## src/rtl/calc_entry_fsm_if.sv

```systemverilog
//------------------------------------------------------------------------------
// calc_entry_fsm_if : key strobe in, operand/operator/display state out.
// Revision 1.0
//------------------------------------------------------------------------------
`default_nettype none

interface calc_entry_fsm_if;
    logic        key_valid;
    logic [3:0]  key_code;
    logic [15:0] save1;
    logic [15:0] save2;
    logic [3:0]  op;
    logic [1:0]  display_state;
    logic        calc_go;

    modport master (
        output key_valid, key_code,
        input  save1, save2, op, display_state, calc_go
    );

    modport slave (
        input  key_valid, key_code,
        output save1, save2, op, display_state, calc_go
    );
endinterface

`default_nettype wire

```

## src/rtl/calc_entry_fsm.sv

```systemverilog
//------------------------------------------------------------------------------
// calc_entry_fsm : keypad entry FSM collecting two BCD operands and an operator.
// Optional backspace key (0xD) enabled by defining CALC_BACKSPACE_EN.
// Revision 1.0
//------------------------------------------------------------------------------
`default_nettype none

module calc_entry_fsm #(
    parameter int MAX_DIGITS = 4
) (
    input  logic           clk,
    input  logic           rst,
    calc_entry_fsm_if.slave bus
);

    typedef enum logic [1:0] {
        S_OP1   = 2'b00,
        S_OPSEL = 2'b01,
        S_OP2   = 2'b10,
        S_RES   = 2'b11
    } state_t;

    localparam logic [2:0] C_MAX = 3'(MAX_DIGITS);

    state_t      r_state, w_state;
    logic [15:0] r_save1, w_save1;
    logic [15:0] r_save2, w_save2;
    logic [3:0]  r_op,    w_op;
    logic [2:0]  r_cnt1,  w_cnt1;
    logic [2:0]  r_cnt2,  w_cnt2;
    logic        r_go,    w_go;

    logic w_is_digit;
    logic w_is_op;

    assign w_is_digit = (bus.key_code <= 4'h9);
    assign w_is_op    = (bus.key_code == 4'hA) || (bus.key_code == 4'hB) ||
                        (bus.key_code == 4'hC);

    always_ff @(posedge clk) begin
        if (rst) begin
            r_state <= S_OP1;
            r_save1 <= 16'h0000;
            r_save2 <= 16'h0000;
            r_op    <= 4'h0;
            r_cnt1  <= 3'd0;
            r_cnt2  <= 3'd0;
            r_go    <= 1'b0;
        end else begin
            r_state <= w_state;
            r_save1 <= w_save1;
            r_save2 <= w_save2;
            r_op    <= w_op;
            r_cnt1  <= w_cnt1;
            r_cnt2  <= w_cnt2;
            r_go    <= w_go;
        end
    end

    always_comb begin
        w_state = r_state;
        w_save1 = r_save1;
        w_save2 = r_save2;
        w_op    = r_op;
        w_cnt1  = r_cnt1;
        w_cnt2  = r_cnt2;
        w_go    = 1'b0;

        if (bus.key_valid) begin
            if (bus.key_code == 4'hF) begin
                w_state = S_OP1;
                w_save1 = 16'h0000;
                w_save2 = 16'h0000;
                w_op    = 4'h0;
                w_cnt1  = 3'd0;
                w_cnt2  = 3'd0;
            end else begin
                case (r_state)
                    S_OP1: begin
                        if (w_is_digit) begin
                            if (r_cnt1 < C_MAX) begin
                                w_save1 = {r_save1[11:0], bus.key_code};
                                w_cnt1  = r_cnt1 + 3'd1;
                            end
                        end else if (w_is_op) begin
                            w_op    = bus.key_code;
                            w_state = S_OPSEL;
                        end
`ifdef CALC_BACKSPACE_EN
                        else if (bus.key_code == 4'hD && r_cnt1 != 3'd0) begin
                            w_save1 = {4'h0, r_save1[15:4]};
                            w_cnt1  = r_cnt1 - 3'd1;
                        end
`endif
                    end
                    S_OPSEL: begin
                        if (w_is_op) begin
                            w_op = bus.key_code;
                        end else if (w_is_digit) begin
                            w_save2 = {12'h000, bus.key_code};
                            w_cnt2  = 3'd1;
                            w_state = S_OP2;
                        end
`ifdef CALC_BACKSPACE_EN
                        else if (bus.key_code == 4'hD) begin
                            w_op    = 4'h0;
                            w_state = S_OP1;
                        end
`endif
                    end
                    S_OP2: begin
                        if (w_is_digit) begin
                            if (r_cnt2 < C_MAX) begin
                                w_save2 = {r_save2[11:0], bus.key_code};
                                w_cnt2  = r_cnt2 + 3'd1;
                            end
                        end else if (bus.key_code == 4'hE) begin
                            w_go    = 1'b1;
                            w_state = S_RES;
                        end
`ifdef CALC_BACKSPACE_EN
                        else if (bus.key_code == 4'hD) begin
                            // Erasing the only digit falls back to operator selection.
                            if (r_cnt2 <= 3'd1) begin
                                w_save2 = 16'h0000;
                                w_cnt2  = 3'd0;
                                w_state = S_OPSEL;
                            end else begin
                                w_save2 = {4'h0, r_save2[15:4]};
                                w_cnt2  = r_cnt2 - 3'd1;
                            end
                        end
`endif
                    end
                    default: begin
                        if (w_is_digit) begin
                            w_save1 = {12'h000, bus.key_code};
                            w_save2 = 16'h0000;
                            w_op    = 4'h0;
                            w_cnt1  = 3'd1;
                            w_cnt2  = 3'd0;
                            w_state = S_OP1;
                        end
                    end
                endcase
            end
        end
    end

    assign bus.save1         = r_save1;
    assign bus.save2         = r_save2;
    assign bus.op            = r_op;
    assign bus.display_state = r_state;
    assign bus.calc_go       = r_go;

endmodule

`default_nettype wire

```

## src/flat_wrapper.sv

```systemverilog
// flat-port wrapper written by rule: the top's interface ports become plain ports
module calc_entry_fsm_flat 
#(
    parameter int MAX_DIGITS = 4
)
  (clk, rst, bus_key_valid, bus_key_code, bus_save1, bus_save2, bus_op, bus_display_state, bus_calc_go);
  calc_entry_fsm_if bus_i ();
  input  logic clk;
  input  logic rst;
  input wire logic [$bits(bus_i.key_valid)-1:0] bus_key_valid;
  input wire logic [$bits(bus_i.key_code)-1:0] bus_key_code;
  output wire logic [$bits(bus_i.save1)-1:0] bus_save1;
  output wire logic [$bits(bus_i.save2)-1:0] bus_save2;
  output wire logic [$bits(bus_i.op)-1:0] bus_op;
  output wire logic [$bits(bus_i.display_state)-1:0] bus_display_state;
  output wire logic [$bits(bus_i.calc_go)-1:0] bus_calc_go;
  assign bus_i.key_valid = bus_key_valid;
  assign bus_i.key_code = bus_key_code;
  assign bus_save1 = bus_i.save1;
  assign bus_save2 = bus_i.save2;
  assign bus_op = bus_i.op;
  assign bus_display_state = bus_i.display_state;
  assign bus_calc_go = bus_i.calc_go;
  calc_entry_fsm #(.MAX_DIGITS(MAX_DIGITS)) u_core (.clk(clk), .rst(rst), .bus(bus_i));
endmodule
```

## config.mk

```make
export PLATFORM = sky130hd
export DESIGN_NAME = calc_entry_fsm_flat
export DESIGN_NICKNAME = d
export VERILOG_FILES = /design/src/rtl/calc_entry_fsm_if.sv /design/src/rtl/calc_entry_fsm.sv /design/src/flat_wrapper.sv
export SDC_FILE = /design/constraint.sdc
export NUM_CORES = 1
export LEC_CHECK = 0
export ABC_AREA = 1
export BUFFER_PORTS_ARGS = -buffer_cell sky130_fd_sc_hd__clkbuf_2
export CORE_MARGIN = 2
export CORE_UTILIZATION = 50
export CTS_BUF_LIST = sky130_fd_sc_hd__clkbuf_8
export CTS_CLUSTER_SIZE = 14
export DETAILED_ROUTE_END_ITERATION = 12
export GPL_TIMING_DRIVEN = 0
export PLACE_DENSITY = 0.77
export RECOVER_POWER = 50
export SLEW_MARGIN = 20
export SYNTH_ARGS = -nofsm -noshare
export SYNTH_HDL_FRONTEND = slang
export SYNTH_SLANG_ARGS = --single-unit
```

## constraint.sdc

```tcl
create_clock -name clk -period 1.85 [get_ports clk]
set_clock_uncertainty 0.1 [all_clocks]
set_input_delay 0.185 -clock clk [delete_from_list [all_inputs] [get_ports clk]]
set_output_delay 0.185 -clock clk [all_outputs]
set_load 0.02 [all_outputs]
```

After elaboration in Yosys (flattened, before gate mapping)
Index checks and enable logic that the tools add are counted.
{ "totals": {"output_inout_bits": 39, "register_bits": 45, "in_bits": 7, "word_cells": 81} }
{ "classes": {"magnitude_cmp": 3, "n_reduce_logical": 12, "eq_ne": 18, "muxes": 37, "bitwise_logic": 2, "n_addsub": 2} }
{ "op_table": {"columns": ["cell", "n"], "rows": [
  ["2-to-1 mux 16 bit", 9],
  ["one-hot mux 16 bit (3 select lines)", 1],
  ["one-hot mux 16 bit (2 select lines)", 1],
  ["2-to-1 mux 3 bit", 9],
  ["equality test 4 bit (second input constant)", 5],
  ["2-to-1 mux 2 bit", 8],
  ["2-to-1 mux 4 bit", 4],
  ["inequality test 3 x 1 -> 1 bit (second input constant)", 5],
  ["one-hot mux 4 bit (3 select lines)", 1],
  ["inequality test 3 bit (second input constant)", 3],
  ["one-hot mux 3 bit (3 select lines)", 1],
  ["AND reduction 4 bit", 2],
  ["AND reduction 8 bit", 1],
  ["nonzero test 4 bit", 2],
  ["adder 3 x 1 -> 3 bit (second input constant)", 2],
  ["less-than comparator 3 bit (second input constant)", 2],
  ["inequality test 2 x 1 -> 1 bit (second input constant)", 3],
  ["one-hot mux 2 bit (3 select lines)", 1],
  ["one-hot mux 3 bit (2 select lines)", 1],
  ["AND reduction 5 bit", 1],
  ["OR reduction 5 bit", 1],
  ["less-or-equal comparator 4 bit (second input constant)", 1],
  ["equality test 2 x 1 -> 1 bit (second input constant)", 1],
  ["equality test 2 bit (second input constant)", 1],
  ["6 further kinds", 8]
]} }

Longest topological paths before layout
Gate-level depths: netlist of the first run.
{ "depth": {"word_depth": 7, "mapped_depth": 10} }

Worst setup path before layout of the first run
Ideal clock, no wire load.
{ "synth_path": {"path_type": "reg2reg", "start": "register u_core.r_state[1] (netlist: u_core.bus.display_state[1])", "end": "register u_core.r_save2[0] (netlist: u_core.bus.save2[0])", "arrival_ps": 1644, "n_path_buf": 1, "stages_incl_launch_ff": 10, "path_slack_ps": -30, "path_cell_list": "dfxtp_1 > ha_1 > inv_2 > nor2_2 > nand2_2 > nand3_4 > inv_4 > buf_12 > nand2_2 > a21oi_2"} }
{ "synth_via": {"elab_chain_cells": 3, "word_cells_on_any_way": 9} }
{ "synth_lines": {"columns": ["element", "line", "text"], "rows": [
  ["from (decl)", "calc_entry_fsm.sv:25", "state_t r_state, w_state;"],
  ["from (signal assigned)", "calc_entry_fsm.sv:50", "r_state <= w_state;"],
  ["equality test 2 bit (tied with other cells)", "calc_entry_fsm.sv:78", "case (r_state)"],
  ["inequality test 3 x 1 -> 1 bit (no source line) (tied with other cells)", null, null],
  ["AND reduction 5 bit (no source line) or 2-to-1 mux 16 bit (tied branches)", null, null],
  ["to (signal assigned)", "calc_entry_fsm.sv:52", "r_save2 <= w_save2;"],
  ["to (decl)", "calc_entry_fsm.sv:27", "logic [15:0] r_save2, w_save2;"]
]} }
Several ways; a longest one is shown, not always the timed one.
A chain may end at the register's enable or synchronous reset.

Final worst setup path of the first run
{ "layout_path": {"start": "register u_core.r_state[0] (netlist: u_core.bus.display_state[0])", "end": "register u_core.r_save2[1] (netlist: u_core.bus.save2[1])"} }
Same word-level chain as after synthesis.

==> results of run 1 <==
[sequential cells by signal, indices dropped and copies added, names as in the netlist]
signal                    count
u_core.bus.calc_go            1
u_core.bus.save2             16
u_core.r_cnt1                 3
u_core.bus.op                 4
u_core.bus.save1             16
u_core.bus.display_state      2
u_core.r_cnt2                 3
[final timing paths]
kind                         end  slack (ps)  cells past startpoint
max          u_core.bus.save2[1]          90                     10
max reg2reg  u_core.bus.save2[1]          90                     10
min reg2reg     u_core.r_cnt1[2]         360                      2
min           u_core.bus.calc_go         120                      4
[cells by family after synthesis]
family,after synthesis,synth area share (%)
AND/OR/NAND/NOR,185,36.6
adder cells (fa/ha/maj),6,3.32
buffers and inverters,42,9.08
AO/OA/AOI/OAI,42,11.1
flip-flops,45,39.8
[what timing repair did]
action | CTS | global route
setup buffers | 1 | 5
pin swaps | 1 | 2
setup endpoints to repair | 42 | 26
cloned | 0 | 0
hold endpoints to repair | 0 | 0
gates resized for setup | 10 | 3
[per-layer routing]
metal | global-route usage [%] | routed length, um | vias up
met5 | 0 | 0 | -
met3 | 3.23 | 360 | 7
met2 | 36.1 | 2550 | 73
li1 | - | - | 1135
met1 | 27.9 | 2320 | 1004
met4 | 6.29 | 52 | 0
[layout make-up]
class / instances / area [um2]
fill: 416 / 1620
buffer: 13 / 93.8
multi-input combinational: 233 / 1190
tap: 52 / 65.1
timing repair buffer: 50 / 246
inverter: 29 / 119
clock buffer: 5 / 68.8
sequential: 45 / 903
clock inverter: 3 / 42.5
[stage by stage]
stage | hold slack, ps | TNS (ps) | utilization [%] | std cells | total power [uW]
after global routing | 146 | -85.9 | 62.7 | 430 | 2860
after CTS | 106 | 0 | 62.0 | 425 | 2680
after floorplan | 257 | 0 | - | 320 | 1700
after detailed placement | 343 | -5030 | 58.6 | 416 | 1900
final | 122 | 0 | 62.7 | 430 | 2700
after global placement | 337 | -4050 | 58.6 | 416 | 1890
[report_power, final]
group	switching, uW	total [uW]	internal, uW
Clock	340	740	400
Combinational	572	878	306
Sequential	47.6	1090	1040
Total	960	2700	1750
[tightest hold or removal path: stages]
cell and delay (ps):
clkbuf_2 110, nor2_1 50, nand2_1 70, nor4_1 60
[cells in the final DEF, fill, tap and decap left out, types with 2 or more instances in the layout]
cell	instances
dfxtp_2	2
nand2_2	13
nor3_1	11
ha_1	4
nor2_4	4
clkbuf_1	31
nand2_1	85
nand3_1	26
buf_6	3
o21ai_0	9
buf_4	6
a21oi_1	22
buf_12	2
clkbuf_2	19
dfxtp_1	43
clkbuf_8	5
buf_2	2
inv_4	2
ha_2	2
inv_1	26
a21oi_2	10
nand3_4	2
nor2_1	39
==> results.txt, run 1 <==
----------------------------------------------------
[STA]
  Final clock period utilization by the worst path ... 95.0%
  Slew Limit Headroom ... 59.4%
  Setup-violating endpoint count in the final report ... 0
  Least-Margin Pin Slew ... 610 ps
  Final worst setup slack ... 92.3 ps
  RSZ-0062 raised after global routing ... true
  Slew Limit Fails ... 0
  Max Freq ... 569 MHz
  Minimum clock period after layout ... 1760 ps
  Final hold violations ... 0

[Synthesis]
  Share of flip-flops with an asynchronous set or reset after synthesis ... 0%
  Most numerous cell types in the synthesized netlist ... nand2_1 (85), dfxtp_1 (45), nor2_1 (40)
  Syn. warnings ... 0
  Most frequently used flop master after synthesis ... dfxtp_1
  Fraction of synthesized cell area taken by the top area cell type ... 39.8%
  Flops & latches, synth ... 45
  Top-count cell post-synth ... nand2_1
  Gate count of the mapped netlist ... 320
  Netlist area before placement ... 2260 um2
  Post-synthesis sequential area ratio ... 39.8%
  Yosys top cell by area ... dfxtp_1
  Average size of a mapped cell ... 7.07 um2
  Post-Syn Nets ... 333
  Top area cells in the synthesized netlist ... dfxtp_1 (40%), nand2_1 (14%), nor2_1 (6.6%)
  Count of flip-flops with a built-in enable after synthesis ... 0
  Unique cell type count in the Yosys netlist ... 26

[Placed design]
  Port Buffers ... 44
  Detailed Place HPWL ... 3740 um
  Post-place setup slack ... -197 ps
  RePlAce Congestion ... 0.879
  Total cell area at the placement stage ... 2550 um2

[Global route]
  Largest net degree at the start of global routing ... 15
  Number of antenna violations at the first check in global routing ... 0
  Total gr overflow ... 0
  Via count of the first global-routing pass ... 1949
  Global-route total usage across every layer ... 21.2%
  Global-route wire length before repair ... 8710 um

[Worst setup path]
  Cell family with most CP delay ... simple AND/OR/NAND/NOR gates
  Worst path cell trace ... inv_1 > ha_2 > inv_4 > nor2_4 > nand2_2 > nand3_4 > inv_4 > buf_12 > nand2_2 > a21oi_2
  Worst Setup Path Type ... reg -> reg
  Critical Path AT ... 1820 ps
  Source of the critical timing path ... u_core.bus.display_state[0]
  Cell with the largest stage delay on the worst path ... dfxtp_2
  Worst Path Max Fanout ... 10
  Startpoint types ... flop
  Max stage delay on crit path ... 350 ps
  Data required, critical path ... 1910 ps
  Critical register-to-register path startpoint ... u_core.bus.display_state[0]
  Number of buffer and inverter stages on the critical path ... 4
  Kind of end point of the critical path ... flop

[Floorplanning]
  Overall die area ... 5080 um2
  Horiz. Die Dim ... 71.2 um
  Initial cell density of the core ... 51.9%
  Die extent in y ... 71.2 um
  Number of top-level design ports ... 46
  Standard-cell row count ... 24
  Area of the placeable core ... 4350 um2

[Clock tree]
  Post-cts hold buffer count ... 0
  CTS sink count ... 45
  Number of buffers between clock root and the deepest sink ... 2
  Clock Latency Late Sink ... 290 ps
  Clk slew on worst S/H paths ... 90 ps
  Cell chosen for the clock root ... clkbuf_8
  TritonCTS clock tree ... built
  TritonCTS buffer count ... 5
  CTS H-tree depth ... 2

[Layout]
  Proportion of layout cells with a drive suffix above 1 ... 21.2%
  Area added between synthesis and finish ... 20.8%
  Final Instance Area ... 2730 um2
  Count of nets after finishing ... 390
  Number of inserted diodes ... 0

[Detailed routing]
  Initial drt markers ... 151
  Vias post-DR ... 2219
  Residual DRC count ... 0
  Final antenna-violating net count ... 0
  Average wire per standard cell ... 12.3 um
  Total Wirelength ... 5280 um
  Detailed Routing Iterations Pass 1 ... 4
  Ratio of routed vias to standard cells ... 5.16

[Pwr]
  Peak VDD IR ... 0.449 mV
  Leak pwr ... 0.00115 uW
  Areal power density over the cells ... 991 nW/um2

[Hold path]
  Min-Delay Startpoint ... bus_key_code[0]
  Class of the tightest hold or removal check ... in -> reg

[Status]
  Status ... completed

[Run]
  Max cap viols ... 0

----------------------------------------------------
Note: power is estimated with default switching activity, not from simulation.
==> run 2: changes to the inputs <==
==> constraint.sdc (replaced) <==
create_clock -name clk -period 1.6 [get_ports clk]
set_clock_uncertainty 0.1 [all_clocks]
set_input_delay 0.16 -clock clk [delete_from_list [all_inputs] [get_ports clk]]
set_output_delay 0.16 -clock clk [all_outputs]
set_load 0.02 [all_outputs]
==> results.txt, run 2 (synthesis gave the netlist of run 1 again) <==
----------------------------------------------------
[STA]
  Minimum clock period after layout ... 1660 ps (was 1760 ps)
  Slew Limit Fails ... 0 (unchanged)
  Setup-violating endpoint count in the final report ... 18 (was 0)
  Final hold violations ... 0 (unchanged)
  Final worst setup slack ... -61.0 ps (was 92.3 ps)
  Slew Limit Headroom ... 53.5% (was 59.4%)
  Least-Margin Pin Slew ... 698 ps (was 610 ps)
  Max Freq ... 602 MHz (was 569 MHz)
  RSZ-0062 raised after global routing ... true (unchanged)
  Final clock period utilization by the worst path ... 104% (was 95.0%)

[Detailed routing]
  Initial drt markers ... 179 (was 151)
  Vias post-DR ... 2325 (was 2219)
  Total Wirelength ... 5960 um (was 5280 um)
  Average wire per standard cell ... 13.4 um (was 12.3 um)
  Ratio of routed vias to standard cells ... 5.21 (was 5.16)
  Residual DRC count ... 0 (unchanged)
  Final antenna-violating net count ... 0 (unchanged)
  Detailed Routing Iterations Pass 1 ... 4 (unchanged)

[Worst setup path]
  Worst path cell trace ... inv_4 > ha_4 > nand2_2 > inv_2 > o21ai_2 > nand3_4 > clkinv_4 > buf_6 > nand3_2 > a21oi_2 (was inv_1 > ha_2 > inv_4 > nor2_4 > nand2_2 > nand3_4 > inv_4 > buf_12 > nand2_2 > a21oi_2)
  Critical Path AT ... 1790 ps (was 1820 ps)
  Worst Setup Path Type ... reg -> reg (unchanged)
  Max stage delay on crit path ... 390 ps (was 350 ps)
  Worst Path Max Fanout ... 6 (was 10)
  Data required, critical path ... 1730 ps (was 1910 ps)
  Cell with the largest stage delay on the worst path ... dfxtp_4 (was dfxtp_2)
  Startpoint types ... flop (unchanged)
  Kind of end point of the critical path ... flop (unchanged)

[Pwr]
  Sequential cell fraction of total power ... 37.1% (was 40.2%)
  Net switching share of the total power ... 35.9% (was 35.5%)
  Peak VDD IR ... 0.566 mV (was 0.449 mV)
  Power spent charging and discharging nets ... 1220 uW (was 960 uW)
  Clock network fraction of total power ... 24.6% (was 27.4%)
  Overall Power ... 3410 uW (was 2700 uW)
  Internal power ... 2190 uW (was 1750 uW)
  Areal power density over the cells ... 1130 nW/um2 (was 991 nW/um2)
  Leak pwr ... 0.00127 uW (was 0.00115 uW)
  Combinational cell fraction of total power ... 38.2% (was 32.4%)

[Layout]
  Proportion of layout cells with a drive suffix above 1 ... 31.7% (was 21.2%)
  Footprint of the multi-input gates ... 1300 um2 (was 1190 um2)
  Non-filler instance count after layout ... 446 (was 430)
  Commonest cells after routing, fill and taps aside ... nand2_1 (81), dfxtp_1 (43), nor2_1 (38) (was nand2_1 (85), dfxtp_1 (43), nor2_1 (39))
  Number of inserted diodes ... 0 (unchanged)
  Leading cell type in the layout, fill and taps excluded ... nand2_1 (unchanged)
  Filler Cell Count ... 365 (was 416)
  Area added between synthesis and finish ... 33.7% (was 20.8%)
  Count of nets after finishing ... 407 (was 390)
  Storage element area ... 908 um2 (was 903 um2)

[Global route]
  Total gr overflow ... 0 (unchanged)
  Number of antenna violations at the first check in global routing ... 0 (unchanged)
  Largest net degree at the start of global routing ... 14 (was 15)
  Global-route wire length before repair ... 9390 um (was 8710 um)
  Via count of the first global-routing pass ... 2047 (was 1949)
  Global-route total usage across every layer ... 22.9% (was 21.2%)

[Clock tree]
  Number of buffers between clock root and the deepest sink ... 2 (unchanged)
  TritonCTS buffer count ... 5 (unchanged)
  Cell chosen for the clock root ... clkbuf_8 (unchanged)
  CTS H-tree depth ... 2 (unchanged)
  Clock Latency Late Sink ... 300 ps (was 290 ps)
  CTS sink count ... 45 (unchanged)
  TritonCTS clock tree ... built (unchanged)
  Clk slew on worst S/H paths ... 90 ps (about the same)
  Post-cts hold buffer count ... 0 (unchanged)

[Status]
  Status ... finished, violations left (was completed)
  Failing checks ... negative setup slack

[Placed design]
  Post-place setup slack ... -180 ps (was -197 ps)
  Port Buffers ... 44 (unchanged)
  RePlAce Congestion ... 0.941 (was 0.879)
  Placed cells ... 416 (unchanged)
  Detailed Place HPWL ... 3750 um (was 3740 um)

[Hold path]
  Class of the tightest hold or removal check ... in -> reg (unchanged)

[Floorplanning]
  Horiz. Die Dim ... 71.2 um (unchanged)
  Initial cell density of the core ... 51.9% (unchanged)
  Number of top-level design ports ... 46 (unchanged)
  Die extent in y ... 71.2 um (unchanged)
  Overall die area ... 5080 um2 (unchanged)
  Area of the placeable core ... 4350 um2 (unchanged)
  Standard-cell row count ... 24 (unchanged)

[Run]
  Max cap viols ... 0 (unchanged)

----------------------------------------------------
run 2: changes by cell type in the layout (fill, tap and decap cells not counted), sizes merged:
cell	delta
buf	+16
inv	-2
clkbuf	+1
clkinv	+1
run 2: final cells by class:
| type | instances | share of cell area, % |
|---|---|---|
| clock inverter | 2 | 1.16 |
| buffer | 13 | 3.31 |
| tap | 52 | 2.15 |
| inverter | 29 | 4.43 |
| timing repair buffer | 67 | 13.5 |
| clock buffer | 5 | 2.28 |
| multi-input combinational | 233 | 43.1 |
| sequential | 45 | 30.0 |
run 2: worst paths after layout:
kind | depth (start not counted) | slack [ps] | to | start
worst min-delay path | 4 | 100 | u_core.bus.calc_go | bus_key_code[0]
worst min register to register | 2 | 360 | u_core.bus.save1[15] | u_core.bus.save1[15]
worst max-delay path | 10 | -60 | u_core.bus.save1[11] | u_core.bus.display_state[1]
worst max register to register | 10 | -60 | u_core.bus.save1[11] | u_core.bus.display_state[1]
run 2: worst max-delay path, delay by kind of cell (launching register included):
kind | cells | cell delay [ps]
adders and majority gates | 1 | 180
AOI/OAI and AO/OA | 2 | 340
buffers and inverters | 4 | 310
and+or+nand+nor | 3 | 260
DFF | 1 | 390
run 2: repair_timing:
item / CTS / global route
gates cloned: 1 / 1
endpoints found under the hold margin: 0 / 0
gates resized for setup: 8 / 41
setup buffers: 14 / 7
endpoints found under the setup margin: 39 / 44
pin swaps: 9 / 17
run 2: through the flow:
stage	TNS, ps	hold slack (ps)	cell area, um2	utilization, %
global placement	-2920	334	2610	59.9
global route	-3750	117	3020	69.4
finish	-350	95.6	3020	69.4
floorplan	0	232	2320	-
CTS	-5.78	89.0	2850	65.4
detailed placement	-3830	351	2610	59.9
run 2: layer usage:
metal / vias up / global-route usage (%) / wire length (um)
met4: 0 / 8.81 / 101
met5: - / 0 / 0
li1: 1170 / - / -
met2: 75 / 38.2 / 3000
met1: 1067 / 30.4 / 2510
met3: 13 / 3.09 / 356
run 2: power by group through the flow:
stage	Sequential (uW)	Clock (uW)	Combinational, uW
5_1_grt	1280	887	1420
4_1_cts	1260	849	1120
3_5_place_dp	1290	0	992
2_1_floorplan	1370	0	674
6_report	1270	840	1300
3_3_place_gp	1290	0	981
